### src/rtl/bridge_pkg.sv
// Shared types for the slave-side NoC bridge: tag-entry states and flit layouts.
// Flit field widths follow the width localparams below; instances use matching widths.
package bridge_pkg;

    localparam int BR_ADDR_W  = 32;
    localparam int BR_DATA_W  = 32;
    localparam int BR_STRB_W  = BR_DATA_W / 8;
    localparam int BR_NODE_W  = 4;
    localparam int BR_MAX_OUT = 4;
    localparam int BR_TAG_W   = $clog2(BR_MAX_OUT);

    typedef enum logic [1:0] {
        ENT_FREE = 2'd0,
        ENT_PEND = 2'd1,
        ENT_DONE = 2'd2
    } ent_state_e;

    typedef struct packed {
        logic [BR_NODE_W-1:0] dest;
        logic [BR_NODE_W-1:0] src;
        logic [BR_TAG_W-1:0]  tag;
        logic                 we;
        logic [BR_ADDR_W-1:0] addr;
        logic [BR_DATA_W-1:0] wdata;
        logic [BR_STRB_W-1:0] wstrb;
    } tx_flit_t;

    typedef struct packed {
        logic [BR_TAG_W-1:0]  tag;
        logic [BR_DATA_W-1:0] data;
        logic                 err;
    } rx_flit_t;

endpackage

### src/rtl/bridge_slave_tag_table.sv
// Circular tag table: allocates tags in order, completes them from rx flits in any order,
// and retires them strictly in issue order. BRIDGE_SLAVE_TIMEOUT_EN adds per-entry timeouts.
module bridge_slave_tag_table
    import bridge_pkg::*;
#(
    parameter int MAX_OUT = 4,
    parameter int DATA_W  = 32,
    parameter int TIMEOUT = 1024
) (
    input  logic                       clk,
    input  logic                       res,
    input  logic                       alloc_i,
    input  logic                       retire_i,
    input  logic                       rx_valid_i,
    input  rx_flit_t                   rx_i,
    output logic [$clog2(MAX_OUT)-1:0] wp_o,
    output logic                       full_o,
    output logic                       rsp_valid_o,
    output logic [DATA_W-1:0]          rsp_data_o,
    output logic                       rsp_err_o,
    output logic                       spurious_o
);

    localparam int TAG_W = $clog2(MAX_OUT);
    localparam int CNT_W = TAG_W + 1;

    ent_state_e        state_w [MAX_OUT];
    logic [DATA_W-1:0] data_w  [MAX_OUT];
    logic              err_w   [MAX_OUT];

    logic [TAG_W-1:0] wp_q, rp_q;
    logic [CNT_W-1:0] count_q, count_d;
    logic             spurious_q;
    logic             rx_hit;

    // Only a PEND entry may be completed; anything else is a stray flit.
    assign rx_hit = rx_valid_i && (state_w[rx_i.tag] == ENT_PEND);

    genvar gi;
    generate
        for (gi = 0; gi < MAX_OUT; gi++) begin : g_entry
            ent_state_e        state_q;
            logic [DATA_W-1:0] data_q;
            logic              err_q;
            logic              expired;
            logic              sel_alloc, sel_rx, sel_retire;

            assign sel_alloc  = alloc_i && (wp_q == TAG_W'(gi));
            assign sel_rx     = rx_hit && (rx_i.tag == TAG_W'(gi));
            assign sel_retire = retire_i && (rp_q == TAG_W'(gi));

`ifdef BRIDGE_SLAVE_TIMEOUT_EN
            localparam int TMR_W = $clog2(TIMEOUT + 1);
            logic [TMR_W-1:0] timer_q;

            assign expired = (state_q == ENT_PEND) && (timer_q == TMR_W'(TIMEOUT));

            always_ff @(posedge clk) begin
                if (res) begin
                    timer_q <= '0;
                end else if (sel_alloc) begin
                    timer_q <= '0;
                end else if ((state_q == ENT_PEND) && !expired) begin
                    timer_q <= timer_q + TMR_W'(1);
                end
            end
`else
            assign expired = 1'b0;
`endif

            // A matching rx outranks a timeout expiring on the same edge.
            always_ff @(posedge clk) begin
                if (res) begin
                    state_q <= ENT_FREE;
                    data_q  <= '0;
                    err_q   <= 1'b0;
                end else if (sel_alloc) begin
                    state_q <= ENT_PEND;
                end else if (sel_rx) begin
                    state_q <= ENT_DONE;
                    data_q  <= rx_i.data;
                    err_q   <= rx_i.err;
                end else if (expired) begin
                    state_q <= ENT_DONE;
                    data_q  <= '0;
                    err_q   <= 1'b1;
                end else if (sel_retire) begin
                    state_q <= ENT_FREE;
                end
            end

            assign state_w[gi] = state_q;
            assign data_w[gi]  = data_q;
            assign err_w[gi]   = err_q;
        end
    endgenerate

    always_comb begin
        count_d = count_q + CNT_W'(alloc_i) - CNT_W'(retire_i);
    end

    always_ff @(posedge clk) begin
        if (res) begin
            wp_q       <= '0;
            rp_q       <= '0;
            count_q    <= '0;
            spurious_q <= 1'b0;
        end else begin
            if (alloc_i) begin
                wp_q <= wp_q + TAG_W'(1);
            end
            if (retire_i) begin
                rp_q <= rp_q + TAG_W'(1);
            end
            count_q    <= count_d;
            spurious_q <= rx_valid_i && !rx_hit;
        end
    end

    assign wp_o        = wp_q;
    assign full_o      = (count_q == CNT_W'(MAX_OUT));
    assign rsp_valid_o = (state_w[rp_q] == ENT_DONE);
    assign rsp_data_o  = data_w[rp_q];
    assign rsp_err_o   = err_w[rp_q];
    assign spurious_o  = spurious_q;

endmodule

### src/rtl/bridge_slave_multi.sv
// Slave-side bus-to-NoC bridge: registers requests into tx flits, tracks them by tag and
// returns responses in issue order. Optional timeouts via BRIDGE_SLAVE_TIMEOUT_EN.
module bridge_slave_multi
    import bridge_pkg::*;
#(
    parameter int ID       = 0,
    parameter int SEND_TO  = 0,
    parameter int NUM_DEST = 1,
    parameter int MAX_OUT  = 4,
    parameter int ADDR_W   = 32,
    parameter int DATA_W   = 32,
    parameter int NODE_W   = 4,
    parameter int TIMEOUT  = 1024
) (
    input  logic                       clk,
    input  logic                       res,
    input  logic                       req_valid,
    output logic                       req_ready,
    input  logic                       req_we,
    input  logic [ADDR_W-1:0]          req_addr,
    input  logic [DATA_W-1:0]          req_wdata,
    input  logic [DATA_W/8-1:0]        req_wstrb,
    output logic                       rsp_valid,
    input  logic                       rsp_ready,
    output logic [DATA_W-1:0]          rsp_rdata,
    output logic                       rsp_err,
    output logic                       noc_tx_valid,
    input  logic                       noc_tx_ready,
    output logic [NODE_W-1:0]          noc_tx_dest,
    output logic [NODE_W-1:0]          noc_tx_src,
    output logic [$clog2(MAX_OUT)-1:0] noc_tx_tag,
    output logic                       noc_tx_we,
    output logic [ADDR_W-1:0]          noc_tx_addr,
    output logic [DATA_W-1:0]          noc_tx_wdata,
    output logic [DATA_W/8-1:0]        noc_tx_wstrb,
    input  logic                       noc_rx_valid,
    output logic                       noc_rx_ready,
    input  logic [$clog2(MAX_OUT)-1:0] noc_rx_tag,
    input  logic [DATA_W-1:0]          noc_rx_data,
    input  logic                       noc_rx_err,
    output logic                       spurious
);

    localparam int TAG_W  = $clog2(MAX_OUT);
    localparam int DSEL_W = (NUM_DEST > 1) ? $clog2(NUM_DEST) : 0;

    logic             full;
    logic [TAG_W-1:0] wp;
    logic [NODE_W-1:0] dest;
    logic             accept, retire;
    tx_flit_t         tx_q, tx_d;
    logic             tx_valid_q, tx_valid_d;
    rx_flit_t         rx_flit;

    // Top address bits pick one of NUM_DEST consecutive nodes starting at SEND_TO.
    generate
        if (DSEL_W == 0) begin : g_single_dest
            assign dest = NODE_W'(SEND_TO);
        end else begin : g_multi_dest
            assign dest = NODE_W'(SEND_TO) + NODE_W'(req_addr[ADDR_W-1 -: DSEL_W]);
        end
    endgenerate

    assign req_ready = !full && (!tx_valid_q || noc_tx_ready);
    assign accept    = req_valid && req_ready;
    assign retire    = rsp_valid && rsp_ready;

    always_comb begin
        tx_d       = tx_q;
        tx_valid_d = tx_valid_q;
        if (accept) begin
            tx_d = '{dest: dest, src: NODE_W'(ID), tag: wp, we: req_we,
                     addr: req_addr, wdata: req_wdata, wstrb: req_wstrb};
            tx_valid_d = 1'b1;
        end else if (noc_tx_ready) begin
            tx_valid_d = 1'b0;
        end
    end

    always_ff @(posedge clk) begin
        if (res) begin
            tx_q       <= '0;
            tx_valid_q <= 1'b0;
        end else begin
            tx_q       <= tx_d;
            tx_valid_q <= tx_valid_d;
        end
    end

    assign noc_tx_valid = tx_valid_q;
    assign noc_tx_dest  = tx_q.dest;
    assign noc_tx_src   = tx_q.src;
    assign noc_tx_tag   = tx_q.tag;
    assign noc_tx_we    = tx_q.we;
    assign noc_tx_addr  = tx_q.addr;
    assign noc_tx_wdata = tx_q.wdata;
    assign noc_tx_wstrb = tx_q.wstrb;

    assign noc_rx_ready = 1'b1;
    assign rx_flit      = '{tag: noc_rx_tag, data: noc_rx_data, err: noc_rx_err};

    bridge_slave_tag_table #(
        .MAX_OUT (MAX_OUT),
        .DATA_W  (DATA_W),
        .TIMEOUT (TIMEOUT)
    ) u_tag_table (
        .clk         (clk),
        .res         (res),
        .alloc_i     (accept),
        .retire_i    (retire),
        .rx_valid_i  (noc_rx_valid),
        .rx_i        (rx_flit),
        .wp_o        (wp),
        .full_o      (full),
        .rsp_valid_o (rsp_valid),
        .rsp_data_o  (rsp_rdata),
        .rsp_err_o   (rsp_err),
        .spurious_o  (spurious)
    );

endmodule

### config.mk
export PLATFORM = sky130hd
export DESIGN_NAME = bridge_slave_multi
export DESIGN_NICKNAME = d
export VERILOG_FILES = /design/src/rtl/bridge_pkg.sv /design/src/rtl/bridge_slave_tag_table.sv /design/src/rtl/bridge_slave_multi.sv
export SDC_FILE = /design/constraint.sdc
export NUM_CORES = 1
export LEC_CHECK = 0
export ABC_AREA = 1
export BUFFER_PORTS_ARGS = -buffer_cell sky130_fd_sc_hd__buf_4
export CAP_MARGIN = 20
export CORE_MARGIN = 5
export CORE_UTILIZATION = 54
export DETAILED_ROUTE_END_ITERATION = 8
export GPL_TIMING_DRIVEN = 0
export HOLD_SLACK_MARGIN = 0.08
export MAX_ROUTING_LAYER = met4
export PLACE_DENSITY = 0.8
export SYNTH_ARGS = -nofsm -noshare
export SYNTH_HDL_FRONTEND = slang
export SYNTH_SLANG_ARGS = --single-unit
export TNS_END_PERCENT = 20
### constraint.sdc
create_clock -name clk -period 3.2 [get_ports clk]
set_clock_uncertainty 0.2 [all_clocks]
set_input_delay 0.8 -clock clk [delete_from_list [all_inputs] [get_ports clk]]
set_output_delay 0.8 -clock clk [all_outputs]
set_load 0.1 [all_outputs]
Word-level counts from Yosys, hierarchy flattened. Index checks and enable logic that the tools add are counted.

Logic and storage cells: 117. Output and inout port bits: 117. Bits of input ports: 110. Bits in registers: 220.

Add/sub/neg operators: 4. Order comparisons: 2. Reductions and logical operators: 41. Bitwise logic cells: 6. Equal/unequal tests: 12. Muxes and demuxes: 26.

Operator list (count): binary-select mux 32 bit (select 2 bit) (1); 2-to-1 mux 32 bit (2); 2-to-1 mux 2 bit (12); logical AND 1 bit (17); equality test 2 bit (second input constant) (7); nonzero test 3 bit (4); nonzero test 2 bit (5); binary-select mux 2 bit (select 2 bit) (2); equality test 2 x 1 -> 1 bit (second input constant) (4); 2-to-1 mux 1 bit (8); AND reduction 2 bit (4); OR reduction 2 bit (4); greater-or-equal comparator 3 bit (second input constant) (2); logical NOT 2 bit (3); inverter 2 -> 3 bit (2); adder 2 x 1 -> 2 bit (second input constant) (2); inverter 1 bit (4); adder 3 x 1 -> 3 bit (1); equality test 3 bit (second input constant) (1); logical NOT 1 bit (3); subtractor 3 x 1 -> 3 bit (1); binary-select mux 1 bit (select 2 bit) (1); logical OR 1 bit (1).

Logic depth before layout (Yosys ltp).
Depth after elaboration: 10. Depth in mapped cells: 13. Depth with buffers taken out: 13.

By module. From an unflattened synthesis, not the netlist that was laid out.

Cells, all modules: 1781. Area total of the unflattened synthesis: 11021.8 um^2.

Modules (own cells, without submodules): bridge_slave_tag_table (area each 7254.5 um^2, cells an instance 1153, times used 1, sequential area each 2962.8 um^2); bridge_slave_multi (area each 3767.4 um^2, cells an instance 628, times used 1, sequential area each 1441.4 um^2).

Least setup slack after synthesis. Ideal clock, no wire load.

Kind: reg-to-output. Start point: register u_tag_table.rp_q[0]. End point: output rsp_rdata[10]. Setup slack: -0.333 ns. Arrival time: 2.533 ns. Path buffers: 2. Stages on the path, launching flop included: 5. Required time: 2.200 ns. Cells stage by stage: dfxtp_1 -> clkbuf_1 -> clkbuf_1 -> nor2_1 -> o22ai_1.

Word-level cells in the longest chain between the ends: 4.

Ends and longest elaborated chain: from (decl) (line bridge_slave_tag_table.sv:31) `logic [TAG_W-1:0] wp_q, rp_q;`; from (signal assigned) (line bridge_slave_tag_table.sv:113) `rp_q <= rp_q + TAG_W'(1);`; inverter 2 -> 3 bit (implied by the code) (line bridge_slave_tag_table.sv:123) `assign rsp_data_o = data_w[rp_q];`; binary-select mux 32 bit (select 2 bit) (line bridge_slave_tag_table.sv:123); 2-to-1 mux 32 bit (implied by the code) (2 in series) (line bridge_slave_tag_table.sv:123); to (decl) (line bridge_slave_multi.sv:25) `output logic [DATA_W-1:0] rsp_rdata,`.

No other way between the ends. The select of a mux whose other input is x is not followed.

Worst setup path in the final report.
Start point: register u_tag_table.rp_q[0]. End point: output rsp_rdata[2].

The elaborated chain is that of the path after synthesis.

==> flow_summary.yaml <==
drt:
  wl_met1_mm: 11.5
  drt_first_pass_iters: 5
  drt_iter0_drc: 523
  final_antenna_net_count: 0
  wl_met2_mm: 14.6
  vias: 9799
  wl_mm: 29.9
  drc: 0
  top_layer: "met4"
  met3_length_mm: 2.90
  vias_per_cell: 5.18
  wire_per_inst_um: 15.8
clock_tree:
  clk_path_buf_depth: 3
  clk_latency_ps: 520
  root_buffer: "clkbuf_16"
  cts_tree: "yes"
  htreeDepth: 1
  cts_buffers: 24
  postCtsSetupRepairBufs: 0
  clkSinkCount: 220
  cts_hold_buf: 0
  clk_pin_slew_ps: 60
placed_design:
  port_buffers: 216
  place_hpwl_mm: 21.9
  routabilityCongestion: 0.884
critical_path:
  crit_type: "register to output pin"
  cp_top_family: "buffers and inverters"
  cpPeakStageDelay_ps: 460
  crit_required_ps: 2200
  cp_cell_sequence: "clkbuf_1, nor2_1, o22ai_1, buf_4"
  crit_path_start_kind: "register"
  critPathArrivalTime_ps: 2180
  worstPathMaxFanout: 10
  crit_path_top_delay_cell: "clkbuf_1"
  critical_path_buf_inv_count: 2
  r2r_setup_slack_ps: 430
  critPathCaptureType: "output pin"
final_layout:
  antennaDiodeCount: 0
  layout_commonest_cell: "nor2_1"
  final_util: 0.719
  mostFrequentLayoutCells: "341 x nor2_1, 307 x nand2_1, 221 x buf_4, 218 x dfxtp_1, 140 x nand3_1"
  area_growth_pct: 30.5
  nets: 1770
  drive_gt1_frac: 0.200
power:
  peakVddDrop_mv: 0.520
  pwr_density_cell_mw_per_mm2: 643
  total_power_mw: 8.03
  power_leakage_nw: 5.71
synthesis:
  synth.largest_area_cell: "dfxtp_1"
  yosys_warnings: 0
  synthCells: 1400
  synthDistinctLibCells: 26
  synthTopCellsByArea: "dfxtp_1 46%, nor2_1 13%, nand2_1 12%"
  ys_ff_latch: 220
  syn_area_per_cell_um2: 6.83
  yosys.area.top_type_share: 0.460
  ys_seq_area_frac: 0.460
  netlist_area_mm2: 0.00957
job:
  drv_cap: 0
die:
  core_mm2: 0.0174
  die_w_um: 143
  io-pin-count: 227
  die_y_um: 143
  die-area_mm2: 0.0205
  rows: 48
  start_util: 0.551
grt:
  grt_overflow: 0
  grt_max_degree: 14
  grt_pass1_vias: 9389
  grt_usage: 0.293
  antenna_found_initial: 0
  grt_pass1_wl_mm: 47.1
sta:
  setup-violations-final: 0
  slew_viol_final: 0
  finalCritPeriodShare: 0.995
  hold_violations: 0
  slew_headroom: 0.578
  rsz0062_at_grt: "true"
  fin_crit_ps: 3180
  worst_slew_pin_slew_ps: 633
  fmaxAchievable_mhz: 314
hold_path:
  hold_class: "register to register"
run_status:
  outcome: "finished, final reports clean"
-- sequential cells by signal, summed over array words and instances (netlist names) --
signal and flops:
u_tag_table.wp_o 2, noc_tx_addr 32, u_tag_table.rp_q 2, u_tag_table.g_entry.state_q 8
noc_tx_valid 1, u_tag_table.spurious_o 1, u_tag_table.g_entry.err_q 4, u_tag_table.g_entry.data_q 128
u_tag_table.count_q 3, noc_tx_wdata 32, noc_tx_tag 2, noc_tx_we 1
noc_tx_wstrb 4
-- final timing paths --
kind,from,to,cells past startpoint
min reg2reg,noc_tx_addr[22],noc_tx_addr[22],2
max,u_tag_table.rp_q[0],rsp_rdata[2],4
max reg2reg,u_tag_table.rp_q[0],u_tag_table.count_q[2],13
min,noc_tx_addr[22],noc_tx_addr[22],2
-- layout make-up --
cell class	instances	area, um^2
Clock inverter	10	155
Sequential cell	220	4410
Inverter	58	219
Multi-Input combinational cell	1021	4520
Timing Repair Buffer	216	1650
Buffer	108	518
Clock buffer	33	726
Tap cell	225	282
Fill cell	1479	4880
-- per-layer routing --
metal  global-route usage  up-vias
met2                0.504      410
met1                0.337     4359
met5                    -        -
met3               0.0707       78
li1                     -     4952
met4               0.0930        0
-- where the power goes --
part	internal [mW]	switching (mW)	leakage (nW)
sequential	2.90	0.0919	1.79
combinational	0.460	1.53	3.49
clock	1.90	1.14	0.432
total	5.26	2.76	5.71
-- kinds of logic (layout without fill, tap and decap cells) --
| logic type | Yosys count | after routing | synth area share |
|---|---|---|---|
| AND/OR/NAND/NOR | 806 | 806 | 0.342 |
| XOR/XNOR | 1 | 1 | 0.000916 |
| buffers and inverters | 166 | 425 | 0.0742 |
| other | 2 | 9 | 0.000785 |
| adder cells (fa/ha/maj) | 11 | 11 | 0.0152 |
| flip-flops | 220 | 220 | 0.460 |
| AO/OA/AOI/OAI | 194 | 194 | 0.107 |
-- through the flow --
step	setup slack (ps)	TNS [ps]	instances	hold slack [ps]	cell area, um^2
floorplan	-333	-7610	1407	250	9640
global placement	10.2	0	1848	251	11500
detailed placement	-31.2	-31.2	1848	256	11500
CTS	1.53	0	1891	265	12500
global route	-17.5	-17.5	1891	276	12500
finish	17.3	0	1891	265	12500
-- repair_timing --
item,in CTS,in global routing
hold endpoints to repair,0,0
resized for setup,19,18
pin swaps,0,0
setup endpoints to repair,34,30
-- cell usage after synthesis --
cell      instances
o21ai_0          76
nor2_1          341
nand2_1         307
dfxtp_1         220
nand3_4           1
inv_1            55
conb_1            2
inv_2             2
buf_4            13
a21oi_1          81
nor2_2            4
nand2_2           1
ha_1             10
clkinv_1          1
nor2_4            2
buf_2            24
clkbuf_1         41
nand3b_1          2
a21boi_0          4
fa_1              1
buf_1            29
o22ai_1          33
xnor2_1           1
nand4_1           8
nand3_1         140
buf_6             1
-- worst reg2reg max path: stages (launching register included) --
cell and delay, ps:
dfxtp_2 440, clkinv_2 210, nand3_1 140, nand3_1 200, nand3_1 250, inv_1 70, ha_1 280, inv_1 50
ha_1 130, inv_1 50, fa_1 380, inv_1 70, o21ai_0 80, a21oi_1 150
No activity file was read; power rests on OpenSTA's default activity.
